<file path="src/rtl/bomberman_copy_engine_if.sv">
// Copy-engine bus: controller strobes in, ROM port and
// frame-buffer write port out.
interface bomberman_copy_engine_if #(
   parameter int COLOUR_W = 3
);
   logic                copy_enable;
   logic [1:0]          memory_select;
   logic                full_screen;
   logic [7:0]          base_x;
   logic [6:0]          base_y;
   logic [3:0]          sprite_index;
   logic                black;
   logic                transparent_en;
   logic [1:0]          rom_sel;
   logic [14:0]         rom_addr;
   logic [COLOUR_W-1:0] rom_data;
   logic [7:0]          buf_x;
   logic [6:0]          buf_y;
   logic [COLOUR_W-1:0] buf_colour;
   logic                buf_we;
   logic                busy;
   logic                finished;

   modport master (
      output copy_enable, memory_select, full_screen,
      output base_x, base_y, sprite_index,
      output black, transparent_en, rom_data,
      input  rom_sel, rom_addr, buf_x, buf_y,
      input  buf_colour, buf_we, busy, finished
   );

   modport slave (
      input  copy_enable, memory_select, full_screen,
      input  base_x, base_y, sprite_index,
      input  black, transparent_en, rom_data,
      output rom_sel, rom_addr, buf_x, buf_y,
      output buf_colour, buf_we, busy, finished
   );
endinterface

</file>
<file path="src/rtl/bomberman_copy_engine.sv">
// Pixel copy engine: walks background or one sprite tile,
// reads the image ROM and writes the frame buffer.
module bomberman_copy_engine #(
   parameter int SCREEN_W = 160,
   parameter int SCREEN_H = 120,
   parameter int TILE     = 16,
   parameter int COLOUR_W = 3,
   parameter logic [COLOUR_W-1:0] TRANSPARENT = 3'b101
) (
   input logic clock,
   input logic reset,
   bomberman_copy_engine_if.slave bus
);
   localparam int TB = $clog2(TILE);

   typedef enum logic [1:0] {
      IDLE, RUN, FLUSH, DONE
   } state_t;

   state_t state, state_nx;

   logic [7:0] cx;
   logic [6:0] cy;
   logic       full_l;
   logic       trans_l;
   logic [1:0] sel_l;
   logic [7:0] bx_l;
   logic [6:0] by_l;
   logic [3:0] idx_l;

   logic       wr_valid;
   logic       wr_clip;
   logic [7:0] wr_x;
   logic [6:0] wr_y;

   logic       start;
   logic       last_px;
   logic [7:0] w_max;
   logic [6:0] h_max;
   logic [8:0] dst_x;
   logic [7:0] dst_y;
   logic       dst_clip;
   logic [14:0] addr_full;
   logic [14:0] addr_tile;
   logic [4+2*TB-1:0] tile_cat;
   logic       wr_live;
   logic       skip;

   assign start = (state == IDLE) && bus.copy_enable;
   assign w_max = full_l ? 8'(SCREEN_W-1) : 8'(TILE-1);
   assign h_max = full_l ? 7'(SCREEN_H-1) : 7'(TILE-1);
   assign last_px = (cx == w_max) && (cy == h_max);

   assign dst_x = {1'b0, bx_l} + {1'b0, cx};
   assign dst_y = {1'b0, by_l} + {1'b0, cy};
   assign dst_clip = (dst_x >= 9'(SCREEN_W))
                  || (dst_y >= 8'(SCREEN_H));

   assign addr_full = 15'(cy) * 15'(SCREEN_W) + 15'(cx);
   assign tile_cat  = {idx_l, cy[TB-1:0], cx[TB-1:0]};
   assign addr_tile = 15'(tile_cat);

   always_ff @(posedge clock or posedge reset) begin
      if (reset) state <= IDLE;
      else       state <= state_nx;
   end

   always_comb begin
      state_nx = state;
      unique case (state)
         IDLE:  if (bus.copy_enable) state_nx = RUN;
         RUN: begin
            if (!bus.copy_enable) state_nx = IDLE;
            else if (last_px)     state_nx = FLUSH;
         end
         FLUSH: state_nx = bus.copy_enable ? DONE : IDLE;
         DONE:  state_nx = IDLE;
      endcase
   end

   always_ff @(posedge clock or posedge reset) begin
      if (reset) begin
         cx      <= '0;
         cy      <= '0;
         full_l  <= 1'b0;
         trans_l <= 1'b0;
         sel_l   <= '0;
         bx_l    <= '0;
         by_l    <= '0;
         idx_l   <= '0;
      end else if (start) begin
         cx      <= '0;
         cy      <= '0;
         full_l  <= bus.full_screen;
         trans_l <= bus.transparent_en;
         sel_l   <= bus.memory_select;
         bx_l    <= bus.base_x;
         by_l    <= bus.base_y;
         idx_l   <= bus.sprite_index;
      end else if (state == RUN) begin
         if (cx == w_max) begin
            cx <= '0;
            cy <= cy + 7'd1;
         end else begin
            cx <= cx + 8'd1;
         end
      end
   end

   // Destination of the pixel addressed this cycle; its ROM
   // data arrives next cycle, when the write is issued.
   always_ff @(posedge clock or posedge reset) begin
      if (reset) begin
         wr_valid <= 1'b0;
         wr_clip  <= 1'b0;
         wr_x     <= '0;
         wr_y     <= '0;
      end else begin
         wr_valid <= (state == RUN) && bus.copy_enable;
         wr_clip  <= !full_l && dst_clip;
         wr_x     <= full_l ? cx : dst_x[7:0];
         wr_y     <= full_l ? cy : dst_y[6:0];
      end
   end

   assign wr_live = wr_valid && bus.copy_enable;
   assign skip = trans_l && !bus.black
              && (bus.rom_data == TRANSPARENT);

   assign bus.rom_addr = (state != RUN) ? '0
                       : full_l ? addr_full : addr_tile;
   assign bus.rom_sel    = sel_l;
   assign bus.buf_x      = wr_x;
   assign bus.buf_y      = wr_y;
   assign bus.buf_we     = wr_live && !skip && !wr_clip;
   assign bus.buf_colour = (wr_live && !bus.black)
                         ? bus.rom_data : '0;
   assign bus.busy       = (state != IDLE);
   assign bus.finished   = (state == DONE);
endmodule

</file>
<file path="src/flat_wrapper.sv">
// flat-port wrapper written by rule: the top's interface ports become plain ports
module bomberman_copy_engine_flat 
#(
   parameter int SCREEN_W = 160,
   parameter int SCREEN_H = 120,
   parameter int TILE     = 16,
   parameter int COLOUR_W = 3,
   parameter logic [COLOUR_W-1:0] TRANSPARENT = 3'b101
)
  (clock, reset, bus_copy_enable, bus_memory_select, bus_full_screen, bus_base_x, bus_base_y, bus_sprite_index, bus_black, bus_transparent_en, bus_rom_data, bus_rom_sel, bus_rom_addr, bus_buf_x, bus_buf_y, bus_buf_colour, bus_buf_we, bus_busy, bus_finished);
  bomberman_copy_engine_if #(.COLOUR_W(COLOUR_W)) bus_i ();
  input logic clock;
  input logic reset;
  input wire logic [$bits(bus_i.copy_enable)-1:0] bus_copy_enable;
  input wire logic [$bits(bus_i.memory_select)-1:0] bus_memory_select;
  input wire logic [$bits(bus_i.full_screen)-1:0] bus_full_screen;
  input wire logic [$bits(bus_i.base_x)-1:0] bus_base_x;
  input wire logic [$bits(bus_i.base_y)-1:0] bus_base_y;
  input wire logic [$bits(bus_i.sprite_index)-1:0] bus_sprite_index;
  input wire logic [$bits(bus_i.black)-1:0] bus_black;
  input wire logic [$bits(bus_i.transparent_en)-1:0] bus_transparent_en;
  input wire logic [$bits(bus_i.rom_data)-1:0] bus_rom_data;
  output wire logic [$bits(bus_i.rom_sel)-1:0] bus_rom_sel;
  output wire logic [$bits(bus_i.rom_addr)-1:0] bus_rom_addr;
  output wire logic [$bits(bus_i.buf_x)-1:0] bus_buf_x;
  output wire logic [$bits(bus_i.buf_y)-1:0] bus_buf_y;
  output wire logic [$bits(bus_i.buf_colour)-1:0] bus_buf_colour;
  output wire logic [$bits(bus_i.buf_we)-1:0] bus_buf_we;
  output wire logic [$bits(bus_i.busy)-1:0] bus_busy;
  output wire logic [$bits(bus_i.finished)-1:0] bus_finished;
  assign bus_i.copy_enable = bus_copy_enable;
  assign bus_i.memory_select = bus_memory_select;
  assign bus_i.full_screen = bus_full_screen;
  assign bus_i.base_x = bus_base_x;
  assign bus_i.base_y = bus_base_y;
  assign bus_i.sprite_index = bus_sprite_index;
  assign bus_i.black = bus_black;
  assign bus_i.transparent_en = bus_transparent_en;
  assign bus_i.rom_data = bus_rom_data;
  assign bus_rom_sel = bus_i.rom_sel;
  assign bus_rom_addr = bus_i.rom_addr;
  assign bus_buf_x = bus_i.buf_x;
  assign bus_buf_y = bus_i.buf_y;
  assign bus_buf_colour = bus_i.buf_colour;
  assign bus_buf_we = bus_i.buf_we;
  assign bus_busy = bus_i.busy;
  assign bus_finished = bus_i.finished;
  bomberman_copy_engine #(.SCREEN_W(SCREEN_W), .SCREEN_H(SCREEN_H), .TILE(TILE), .COLOUR_W(COLOUR_W), .TRANSPARENT(TRANSPARENT)) u_core (.clock(clock), .reset(reset), .bus(bus_i));
endmodule
</file>
<file path="config.mk">
export PLATFORM = sky130hd
export DESIGN_NAME = bomberman_copy_engine_flat
export DESIGN_NICKNAME = d
export VERILOG_FILES = /design/src/rtl/bomberman_copy_engine_if.sv /design/src/rtl/bomberman_copy_engine.sv /design/src/flat_wrapper.sv
export SDC_FILE = /design/constraint.sdc
export NUM_CORES = 1
export LEC_CHECK = 0
export ABC_AREA = 1
export ABC_CLOCK_PERIOD_IN_PS = 3150
export CAP_MARGIN = 20
export CORE_UTILIZATION = 53
export DETAILED_ROUTE_END_ITERATION = 7
export GPL_TIMING_DRIVEN = 0
export PLACE_DENSITY_LB_ADDON = 0.15
export RECOVER_POWER = 25
export SYNTH_ARGS = -nofsm -noshare
export SYNTH_HDL_FRONTEND = slang
export SYNTH_SLANG_ARGS = --single-unit
</file>
<file path="constraint.sdc">
create_clock -name clock -period 3.15 [get_ports clock]
set_input_delay 0.63 -clock clock [delete_from_list [all_inputs] [get_ports clock]]
set_output_delay 0.63 -clock clock [all_outputs]
set_load 0.02 [all_outputs]
</file>
**Word level (Yosys, flattened, before mapping)**

Cells that the tools add are included.
W data, S select, Z words.

- Word-level logic and storage cells: 69
- Output and inout port bits: 38
- Input port bits: 30
- Bits in registers: 57

- Equality and inequality tests: 9
- Muxes and demuxes: 18
- Add/sub/neg operators: 5
- $lt $le $gt $ge: 2
- Reductions and logical operators: 21
- Multiply operators: 1

Operator list:

| cell | count |
|---|---|
| $mux W8 | 5 |
| $mux W7 | 5 |
| $mux W15 | 2 |
| $add A15 B8 Y15 | 1 |
| $logic_and A1 B1 Y1 | 10 |
| $mul A7 B3 Y10 const B | 1 |
| $add A8 B8 Y9 | 1 |
| $ge A9 B8 Y1 const B | 1 |
| $add A7 B7 Y8 | 1 |
| $add A8 B1 Y8 const B | 1 |
| $eq A8 B8 Y1 | 1 |
| $ge A8 B7 Y1 const B | 1 |
| $mux W2 | 4 |
| $pmux W2 S4 | 1 |
| $add A7 B1 Y7 const B | 1 |
| $eq A7 B7 Y1 | 1 |
| $reduce_bool A2 Y1 | 3 |
| $eq A2 B2 Y1 const B | 2 |
| $logic_not A1 Y1 | 4 |
| $reduce_and A2 Y1 | 2 |
| $eq A3 B3 Y1 const B | 1 |
| $mux W3 | 1 |
| $ne A3 B2 Y1 const B | 1 |
| $eq A2 B1 Y1 const B | 1 |
| other kinds (4) | 4 |

**Logic depth before layout (Yosys ltp)**

- Word-level depth: 6
- Gate-level depth with buffers: 13
- Gate-level depth less buffers: 13

**Worst setup path before layout**

No wires, ideal clock.

- Kind: register -> output
- Start point: register u_core.cy[1]
- End point: output bus_rom_addr[14]
- Stages on the path, launching flop included: 10
- Path buffers: 0
- Arrival: 2.367 ns
- Path slack: 0.153 ns
- Data required time: 2.520 ns
- Cell sequence: dfrtp_1 > ha_1 > ha_1 > inv_1 > fa_1 > inv_1 > nand3_1 > nor2_1 > nand3_1 > a21boi_0

- Cells in the longest elaborated chain, start to end: 4

Ends and longest elaborated chain:

| what | RTL line | text |
|---|---|---|
| from (decl) | bomberman_copy_engine.sv:23 | `logic [6:0] cy;` |
| from (signal assigned) | bomberman_copy_engine.sv:103 | `cy <= cy + 7'd1;` |
| $mul A7 B3 Y10 | bomberman_copy_engine.sv:59 | `assign addr_full = 15'(cy) * 15'(SCREEN_W) + 15'(cx);` |
| $add A15 B8 Y15 | bomberman_copy_engine.sv:59 |  |
| $mux W15 | bomberman_copy_engine.sv:131 | `: full_l ? addr_full : addr_tile;` |
| $mux W15 | bomberman_copy_engine.sv:130 | `assign bus.rom_addr = (state != RUN) ? '0` |
| to (decl) | flat_wrapper.sv:24 | `output wire logic [$bits(bus_i.rom_addr)-1:0] bus_rom_addr;` |

No other way between the ends.

**Final worst setup path**

- Start point: register u_core.cy[3]
- End point: output bus_rom_addr[13]

The elaborated chain is that of the path after synthesis.

==> results.md <==
* Global route overflow at 0
* Total power draw at 3.47 mW
* Mapped Area at 3810 µm²
* Clk slew on worst S/H paths at 70 ps
* Cell count after synthesis at 520
* Routed Antenna Nets at 0
* Length of routed met2 wiring at 4890 µm
* Final WL at 10300 µm
* Top cell by count, worst path: buf_4
* Post-synth net total at 584
* Final nets at 675
* Post-DP HPWL at 7110 µm
* Clock Latency Late Sink at 340 ps
* Ant diodes at 0
* WL per Instance at 14.5 µm
* Worst Clk Skew at 7.94 ps
* Starting Density at 55.5%
* Crit share post-route at 102%
* IO Count at 68
* Worst Reg-to-Reg Cells at 11
* Reg2reg setup slack at 1050 ps
* TritonCTS buffer count at 9
* Share of cells above drive strength 1 at 13.3%
* Top Metal Used: met4
* Cell Chain, Critical Path: ha_4 > ha_4 > inv_2 > fa_2 > buf_4 > xor2_2 > nor2_2 > buf_4 > nand2_2 > nand2_1 > nand2_1 > nor2_1 > buf_4
* Slew HR at 36.0%
* DR vias/cell at 5.25
* Max Transition Viols Final at 0
* Avg Synthesized Cell Area at 7.34 µm²
* First-pass GRT wire length at 16300 µm
* GR Util All Layers at 28.4%
* CP Capture Type: output port
* Final Cell Area at 5030 µm²
* Worst path slowest cell: dfrtp_2
* Max_cap viols at 0
* Dpl cell area at 4630 µm²
* Outcome: finished, violations left
* Final Hold Fails at 0
* DRC errors left at 0
* Hold WS at 471 ps
* RSZ-0062 raised after global routing: yes
* Worst path required time at 2520 ps
* Hold crit path type: reg -> reg
* CP Max Fanout at 4
* CTS tree: yes
* Largest net degree at the start of global routing at 39
* Core footprint at 6870 µm²
* Post-route setup slack at -71.3 ps
* Clk sink count at 57
* Chip Width at 86.8 µm
* Asr flop ratio synth at 100%
* Failing checks: setup timing
* Root Driver: clkbuf_8
* Final setup fails at 2
* CTS max path bufs at 2
* DR pass1 iterations at 5
* H-tree lvl count at 3
* Met1 wire length at 4540 µm
* Input/output buffers at 67
* Vias in the first global route at 3588
* P per Cell Area at 691 nW/µm²
* Delay of the slowest critical-path stage at 440 ps
* Ys flop type: dfrtp_1
* VDD IR max at 0.000484 V
* Drt initial violations at 260
* Area growth syn-to-layout at 31.8%
* Via count at 3741
* Fmax at 310 MHz
* Hold Crit Depth at 2
* Met3 WL at 605 µm
* Ys Warns at 0
* Seq/Total Area, Yosys at 37.4%
* Setup CP Type: reg -> out
* Most common cell after layout, fill and taps aside: nand2_1
* Synth cell types at 36
* Commonest cells after routing, fill and taps aside: nand2_1 (170), inv_1 (59), clkdlybuf4s50_1 (57)
* Worst Setup Start Kind: flip-flop
* FF+latch count, synth at 57
* Worst slew pin tran at 960 ps
* Initial antenna violation count at 0
* Arrival time at the worst endpoint at 2590 ps
* Total die area at 7540 µm²
* EDFF count, synth at 0
* Placer Congestion at 0.894
* Min Tclk post-route at 3220 ps
* Die H at 86.8 µm
* Dpl ws at -383 ps
* Static Leak at 2.56 nW
* Rows at 30
routing by layer:
layer / global-route usage [%] / up-vias
met2: 47.5 / 127
met5: 0 / -
met1: 36.2 / 1746
met4: 12.4 / 0
li1: - / 1849
met3: 4.95 / 19
power by group:
part | leakage, nW | switching (mW) | internal (mW)
logic | 1.73 | 0.951 | 0.620
registers | 0.717 | 0.147 | 0.957
clock network | 0.115 | 0.311 | 0.486
total | 2.56 | 1.41 | 2.06
stage by stage:
stage	util, %	instances	setup TNS [ps]
detailed placement	67.3	684	-1700
global route	73.2	712	-567
CTS	72.0	706	-253
global placement	67.0	683	-1450
finish	73.2	712	-100
floorplan	-	520	0
Yosys cell counts, drive strengths merged, types with 7 or more instances:
| cell | number | area, µm² |
|---|---|---|
| clkbuf | 7 | 26.3 |
| nand2 | 175 | 662 |
| ha | 30 | 375 |
| nor2 | 50 | 205 |
| inv | 65 | 249 |
| o21ai | 33 | 180 |
| xor2 | 9 | 78.8 |
| a21oi | 22 | 114 |
| nand4 | 7 | 43.8 |
| dfrtp | 57 | 1430 |
| nand3 | 31 | 160 |
worst max-delay path, delay by kind of cell, from the launching register on:
family,cells,cell delay (ps)
adders and majority gates,3,740
buffers and inverters,4,480
DFF,1,440
xor gates and xnor gates,1,300
and+or+nand+nor,5,290
registers in the layout, indices dropped and copies added, names as in the netlist:
register            cells
u_core.bus.buf_x        8
u_core.bx_l             8
u_core.cx               8
u_core.bus.buf_y        7
u_core.by_l             7
u_core.cy               7
u_core.idx_l            4
u_core.bus.rom_sel      2
u_core.state            2
u_core.full_l           1
u_core.trans_l          1
u_core.wr_clip          1
u_core.wr_valid         1
worst paths after layout:
path,start,endpoint
max,u_core.cy[3],bus_rom_addr[13]
min,u_core.bus.rom_sel[1],u_core.bus.rom_sel[1]
max reg2reg,u_core.cy[0],u_core.wr_clip
min reg2reg,u_core.bus.rom_sel[1],u_core.bus.rom_sel[1]
max in group asynchronous,reset,u_core.cy[4]
min in group asynchronous,reset,u_core.bus.rom_sel[1]
final cells by class:
| class | count | area, µm² |
|---|---|---|
| plain buffers | 12 | 63.8 |
| well taps | 96 | 120 |
| clock buffers | 11 | 151 |
| multi-input cells | 386 | 2180 |
| flip-flops and latches | 57 | 1440 |
| inverters | 65 | 251 |
| fillers | 540 | 1840 |
| repair buffers | 80 | 748 |
| clock inverters | 5 | 77.6 |
cell families (layout without fill, tap and decap cells):
group	after synthesis	after routing	synth area share, %
buffers and inverters	77	173	8.20
xor gates and xnor gates	10	10	2.30
adders and majority gates	34	34	11.9
and+or+nand+nor	276	276	30.4
AOI/OAI and AO/OA	66	66	9.74
DFF	57	57	37.4
what timing repair did:
action | in CTS | in global routing
cloned | 0 | 0
pin swaps | 7 | 14
endpoints found under the setup margin | 8 | 8
gates resized for setup | 49 | 16
hold buffers | 0 | 0
setup buffers | 6 | 6
(Power assumes the default switching activity.)
